**src/rtl/ysyx_220053_wb_pkg.sv**
```systemverilog
// Shared types and default sizing for the write-back arbiter slice.
package ysyx_220053_wb_pkg;

  localparam int unsigned WB_ADDR_W       = 5;
  localparam int unsigned WB_DATA_W       = 64;
  localparam int unsigned WB_BUF_DEPTH    = 2;
  localparam int unsigned WB_STARVE_LIMIT = 4;

  typedef logic [WB_ADDR_W-1:0] reg_idx_t;
  typedef logic [WB_DATA_W-1:0] xlen_t;

  typedef struct packed {
    reg_idx_t rd;
    xlen_t    data;
  } wb_entry_t;

endpackage

```
**src/rtl/ysyx_220053_wb_fifo.sv**
```systemverilog
// Synchronous FIFO of write-back entries with per-entry destination match
// vectors, so the arbiter can report sources still waiting in the buffer.
module ysyx_220053_wb_fifo
  import ysyx_220053_wb_pkg::*;
#(
  parameter int unsigned DEPTH = WB_BUF_DEPTH
) (
  input  logic             clk,
  input  logic             rst_n,
  input  logic             push_i,
  input  wb_entry_t        entry_i,
  input  logic             pop_i,
  output wb_entry_t        head_o,
  output logic             full_o,
  output logic             empty_o,
  input  reg_idx_t         q1_rd_i,
  input  reg_idx_t         q2_rd_i,
  output logic [DEPTH-1:0] q1_match_o,
  output logic [DEPTH-1:0] q2_match_o
);

  localparam int unsigned PTR_W = (DEPTH > 1) ? $clog2(DEPTH) : 1;
  localparam int unsigned CNT_W = PTR_W + 1;

  logic [CNT_W-1:0] wr_q, wr_d, rd_q, rd_d;
  logic [CNT_W-1:0] count;
  logic [PTR_W-1:0] off;
  logic             live;
  logic             do_push, do_pop;
  wb_entry_t        mem_q [DEPTH];

  assign full_o  = (wr_q[PTR_W] != rd_q[PTR_W]) &&
                   (wr_q[PTR_W-1:0] == rd_q[PTR_W-1:0]);
  assign empty_o = (wr_q == rd_q);
  assign do_push = push_i & ~full_o;
  assign do_pop  = pop_i & ~empty_o;
  assign head_o  = mem_q[rd_q[PTR_W-1:0]];

  // Pointer advance; the extra MSB distinguishes full from empty.
  always_comb begin
    wr_d = wr_q + CNT_W'(do_push);
    rd_d = rd_q + CNT_W'(do_pop);
  end

  // Pointer registers.
  always_ff @(posedge clk or negedge rst_n) begin
    if (!rst_n) begin
      wr_q <= '0;
      rd_q <= '0;
    end else begin
      wr_q <= wr_d;
      rd_q <= rd_d;
    end
  end

  // Entry storage; contents are only meaningful between the pointers.
  always_ff @(posedge clk) begin
    if (do_push) mem_q[wr_q[PTR_W-1:0]] <= entry_i;
  end

  // Match each live entry's destination against the two queried indices.
  always_comb begin
    count      = wr_q - rd_q;
    off        = '0;
    live       = 1'b0;
    q1_match_o = '0;
    q2_match_o = '0;
    for (int i = 0; i < int'(DEPTH); i++) begin
      off           = PTR_W'(i) - rd_q[PTR_W-1:0];
      live          = CNT_W'(off) < count;
      q1_match_o[i] = live && (mem_q[i].rd == q1_rd_i);
      q2_match_o[i] = live && (mem_q[i].rd == q2_rd_i);
    end
  end

endmodule

```
**src/rtl/ysyx_220053_wb_arbiter.sv**
```systemverilog
// Write-back arbiter: merges ALU and buffered LSU results onto the single
// register-file write port and tracks outstanding long-latency destinations.
// Optional build macro YSYX_220053_WB_FWD_EN adds rsN_fwd_valid/rsN_fwd_data
// outputs that expose the registered write before the regfile commits it.
module ysyx_220053_wb_arbiter
  import ysyx_220053_wb_pkg::*;
#(
  parameter int unsigned ADDR_WIDTH    = WB_ADDR_W,
  parameter int unsigned DATA_WIDTH    = WB_DATA_W,
  parameter int unsigned LSU_BUF_DEPTH = WB_BUF_DEPTH,
  parameter int unsigned STARVE_LIMIT  = WB_STARVE_LIMIT
) (
  input  logic                  clk,
  input  logic                  rst,
  input  logic                  alu_valid,
  output logic                  alu_ready,
  input  logic [ADDR_WIDTH-1:0] alu_rd,
  input  logic [DATA_WIDTH-1:0] alu_data,
  input  logic                  lsu_valid,
  output logic                  lsu_ready,
  input  logic [ADDR_WIDTH-1:0] lsu_rd,
  input  logic [DATA_WIDTH-1:0] lsu_data,
  input  logic                  sb_set,
  input  logic [ADDR_WIDTH-1:0] sb_rd,
  input  logic [ADDR_WIDTH-1:0] rs1_addr,
  input  logic [ADDR_WIDTH-1:0] rs2_addr,
  output logic                  rs1_busy,
  output logic                  rs2_busy,
  output logic                  rf_wen,
  output logic [ADDR_WIDTH-1:0] rf_waddr,
  output logic [DATA_WIDTH-1:0] rf_wdata
`ifdef YSYX_220053_WB_FWD_EN
  ,
  output logic                  rs1_fwd_valid,
  output logic [DATA_WIDTH-1:0] rs1_fwd_data,
  output logic                  rs2_fwd_valid,
  output logic [DATA_WIDTH-1:0] rs2_fwd_data
`endif
);

  localparam int unsigned NREG  = 1 << ADDR_WIDTH;
  localparam int unsigned CNT_W = $clog2(STARVE_LIMIT + 1);

  logic                     rf_wen_q, rf_wen_d;
  logic [ADDR_WIDTH-1:0]    rf_waddr_q, rf_waddr_d;
  logic [DATA_WIDTH-1:0]    rf_wdata_q, rf_wdata_d;
  logic [NREG-1:0]          pend_q, pend_d;
  logic [CNT_W-1:0]         starve_q, starve_d;

  logic                     fifo_full, fifo_empty;
  wb_entry_t                lsu_entry, head;
  logic [LSU_BUF_DEPTH-1:0] q1_match, q2_match;
  logic                     alu_fire, lsu_fire, pop;

  assign lsu_entry = '{rd: reg_idx_t'(lsu_rd), data: xlen_t'(lsu_data)};

  // Starved head forces one ALU back-off cycle; full FIFO refuses pushes.
  assign alu_ready = rst & (starve_q != CNT_W'(STARVE_LIMIT));
  assign lsu_ready = rst & ~fifo_full;
  assign alu_fire  = alu_valid & alu_ready;
  assign lsu_fire  = lsu_valid & lsu_ready;
  assign pop       = ~alu_fire & ~fifo_empty;

  ysyx_220053_wb_fifo #(
    .DEPTH (LSU_BUF_DEPTH)
  ) u_fifo (
    .clk        (clk),
    .rst_n      (rst),
    .push_i     (lsu_fire),
    .entry_i    (lsu_entry),
    .pop_i      (pop),
    .head_o     (head),
    .full_o     (fifo_full),
    .empty_o    (fifo_empty),
    .q1_rd_i    (reg_idx_t'(rs1_addr)),
    .q2_rd_i    (reg_idx_t'(rs2_addr)),
    .q1_match_o (q1_match),
    .q2_match_o (q2_match)
  );

  // Select this cycle's writer, update scoreboard and starvation count.
  always_comb begin
    rf_wen_d   = 1'b0;
    rf_waddr_d = rf_waddr_q;
    rf_wdata_d = rf_wdata_q;
    pend_d     = pend_q;
    starve_d   = '0;
    if (alu_fire) begin
      rf_wen_d   = (alu_rd != '0);
      rf_waddr_d = alu_rd;
      rf_wdata_d = alu_data;
      if (!fifo_empty) starve_d = starve_q + CNT_W'(1);
    end else if (pop) begin
      rf_wen_d   = (head.rd != '0);
      rf_waddr_d = ADDR_WIDTH'(head.rd);
      rf_wdata_d = DATA_WIDTH'(head.data);
      pend_d[ADDR_WIDTH'(head.rd)] = 1'b0;
    end
    // A new issue to the same destination outranks the retiring load.
    if (sb_set && (sb_rd != '0)) pend_d[sb_rd] = 1'b1;
  end

  // Registered write port, scoreboard and starvation state.
  always_ff @(posedge clk or negedge rst) begin
    if (!rst) begin
      rf_wen_q   <= 1'b0;
      rf_waddr_q <= '0;
      rf_wdata_q <= '0;
      pend_q     <= '0;
      starve_q   <= '0;
    end else begin
      rf_wen_q   <= rf_wen_d;
      rf_waddr_q <= rf_waddr_d;
      rf_wdata_q <= rf_wdata_d;
      pend_q     <= pend_d;
      starve_q   <= starve_d;
    end
  end

  assign rf_wen   = rf_wen_q;
  assign rf_waddr = rf_waddr_q;
  assign rf_wdata = rf_wdata_q;

  // A source is busy while its load is outstanding or still buffered.
  assign rs1_busy = pend_q[rs1_addr] | ((rs1_addr != '0) & (|q1_match));
  assign rs2_busy = pend_q[rs2_addr] | ((rs2_addr != '0) & (|q2_match));

`ifdef YSYX_220053_WB_FWD_EN
  // Bypass the registered write during the cycle before regfile commit.
  assign rs1_fwd_valid = rf_wen_q & (rf_waddr_q == rs1_addr) & (rs1_addr != '0);
  assign rs2_fwd_valid = rf_wen_q & (rf_waddr_q == rs2_addr) & (rs2_addr != '0);
  assign rs1_fwd_data  = rf_wdata_q;
  assign rs2_fwd_data  = rf_wdata_q;
`endif

endmodule
```
**config.mk**
```make
export PLATFORM = sky130hd
export DESIGN_NAME = ysyx_220053_wb_arbiter
export DESIGN_NICKNAME = d
export VERILOG_FILES = /design/src/rtl/ysyx_220053_wb_pkg.sv /design/src/rtl/ysyx_220053_wb_fifo.sv /design/src/rtl/ysyx_220053_wb_arbiter.sv
export SDC_FILE = /design/constraint.sdc
export NUM_CORES = 1
export LEC_CHECK = 0
export ABC_AREA = 0
export CORE_MARGIN = 2
export CORE_UTILIZATION = 40
export DETAILED_ROUTE_END_ITERATION = 16
export GPL_TIMING_DRIVEN = 1
export HOLD_SLACK_MARGIN = 0.05
export PLACE_DENSITY = 0.65
export SLEW_MARGIN = 20
export SYNTH_ARGS = -nofsm -noshare
export SYNTH_HDL_FRONTEND = slang
export SYNTH_SLANG_ARGS = --single-unit
```
**constraint.sdc**
```tcl
create_clock -name clk -period 5.7 [get_ports clk]
set_clock_uncertainty 0.2 [all_clocks]
set_input_delay 1.14 -clock clk [delete_from_list [all_inputs] [get_ports clk]]
set_output_delay 1.14 -clock clk [all_outputs]
set_load 0.05 [all_outputs]
```
==> out/metrics.csv <==
metric,value,unit
Crit path largest cell delay,0.74,ns
clk slew on worst S/H paths,0.06,ns
Startpoint Class,primary input,
io pins,232,
crit-path max FO,12,
Worst-Margin Slew,1.02,ns
Routed wire per std cell,19.0,um
Crit Path Category,in -> out,
PD cells,569,nW/um^2
Critical-path top delay cell,clkdlybuf4s50_1,
RSZ-0062 raised after global routing,no,
clk_lat worst skew,0.52,ns
PostCTS Resize Cnt,0,
WP data arrival,3.41,ns
total track usage,19.5,%
"flops & latches, synth",247,
die area,28300,um^2
most numerous cell in the Yosys netlist,edfxtp_1,
"Top FF cell, synth",edfxtp_1,
Ys Warns,0,
Die Y,168,um
Die W,168,um
crit-path cells,clkdlybuf4s50_1 -> buf_4 -> mux2i_1 -> a221oi_1 -> nor3_1 -> o41ai_1 -> buf_4,
clock sinks,247,
Syn Inst Count,877,
Hold Fails Final Rpt,0,
GRT Max-Usage Layer,met2,
WL final,27800,um
number of CTS-inserted buffers,27,
Final Critical Period,4.75,ns
Critical Path Most Common Cell,buf_4,
"EDFF count, synth",138,
global-route wire length before repair,43200,um
period utilization,83.4,%
H-Tree Depth,1,
Final ANT Viol Nets,0,
met3 Track Usage GR,6.86,%
met1 usage,25.8,%
Layout area overhead,31.6,%
Final Max Slew Viols,0,
# nets final,1263,
vias in the first global route,7698,
Placer Congestion,0.871,
area of the core,26700,um^2
MaxCap Viol Count,0,
port bufs,231,
initial antenna violation count,3,
list of most frequent post-synthesis cells,"edfxtp_1, nand2_1, dfrtp_1",
P_leak,0.00543,uW
Post-Syn Area,10800,um^2
Setup TNS,0,ns
final hold slack,0.280,ns
hpwl dp,19100,um
CTS tree,built,
Synth cell types,43,
largest area contributor in the synthesized netlist,edfxtp_1,
Syn Nets,1043,
row cnt,60,
post-DR vias/cell,5.15,
top post-synthesis cells by area,"edfxtp_1, dfrtp_1, mux2i_1",
hold buffers post-CTS,0,
DR DRC count,0,
GRT overflow,0,
root cell of the clock tree,clkbuf_16,
post-CTS setup buffer count,0,
Max-slew headroom,32.3,%
largest net degree at the start of global routing,76,
CTS Buffer Depth,3,
Max Clock Freq,210,MHz
"Req. time, crit path",4.36,ns
"Seq/Total Area, Yosys",63.8,%
Crit. End Element,primary output,
First-pass DRT Iterations,4,
async set-or-reset flop fraction in the synthesized netlist,44.1,%
initial DRC count,439,
GR Util met2,30.3,%
fraction of final layout cells sized beyond drive strength 1,5.64,%
maximum vdd ir drop,0.369,mV
Yosys top cell area share,38.5,%
Worst Hold Class,reg -> reg,
"Avg Cell Area, Syn",12.3,um^2
Starting Density,40.3,%
Vias,7514,
status,finished clean,
"Setup violations, final",0,
-- layer usage --
layer / routed length, um / part of all wire, %
met1: 11900 / 43
met2: 12400 / 45
met4: 797 / 2.9
met3: 2620 / 9.4
met5: 27 / 0.097
-- critical path, delay by kind of cell --
family                 cells  cell delay, ns
buffers and inverters      3            1.33
and+or+nand+nor            1            0.09
AOI/OAI and AO/OA          2            0.75
muxes                      1            0.10
-- sequential cells by signal (all words and copies together), names as in the netlist --
name and cells:
pend_q 32, rf_wen 1, rf_waddr 5, starve_q 3, rf_wdata 64, u_fifo.mem_q 138
u_fifo.wr_q 2, u_fifo.rd_q 2
-- final timing paths --
check                                    start            to  slack [ns]  cells past startpoint
worst max-delay path               rs2_addr[1]      rs2_busy        0.95                      7
worst min-delay path               starve_q[0]   starve_q[0]        0.28                      1
worst max register to register  u_fifo.rd_q[0]   rf_wdata[7]        2.39                      7
worst min register to register     starve_q[0]   starve_q[0]        0.28                      1
max in group asynchronous                  rst  rf_wdata[45]        3.93                      2
min in group asynchronous                  rst  rf_wdata[11]        0.32                      1
-- cell type report --
type	instances	area [um^2]
fill	2335	12600
timing repair buffer	241	2380
inverter	7	26.3
tap	341	427
antenna	1	2.50
clock buffer	37	733
sequential	247	6880
multi-input combinational	573	3650
clock inverter	12	78.8
-- cells in the final DEF (no fill, tap or decap), drive strengths merged, types with 11 or more instances in the layout --
master,n
xnor2,20
o2bb2ai,16
o21ai,80
clkdlybuf4s50,228
clkinv,11
nand2,115
buf,13
mux2i,101
dfrtp,109
clkbuf,37
edfxtp,138
a21oi,67
nor2,77
a22o,17
-- through the flow --
stage | total power (uW) | setup WS, ns | instances | util (%) | cell area [um^2]
floorplan | 5300 | 0.755 | 877 | - | 10800
finish | 8060 | 0.947 | 1459 | 53.0 | 14200
CTS | 8150 | 0.988 | 1458 | 53.0 | 14200
global route | 8540 | 0.896 | 1458 | 53.0 | 14200
detailed placement | 6520 | 1.01 | 1409 | 50.0 | 13400
global placement | 6480 | 0.868 | 1409 | 50.0 | 13400
-- power by group --
group	internal, uW	switching (uW)
clock	937	669
combinational	1270	2350
sequential	2470	366
-- cell families after synthesis --
kind of cell,synth area share (%)
DFF,63.8
and+or+nand+nor,9.81
AOI/OAI and AO/OA,11.3
xor gates and xnor gates,2.02
buffers and inverters,2.58
adders and majority gates,0.929
muxes,9.63
(Power assumes the default switching activity.)
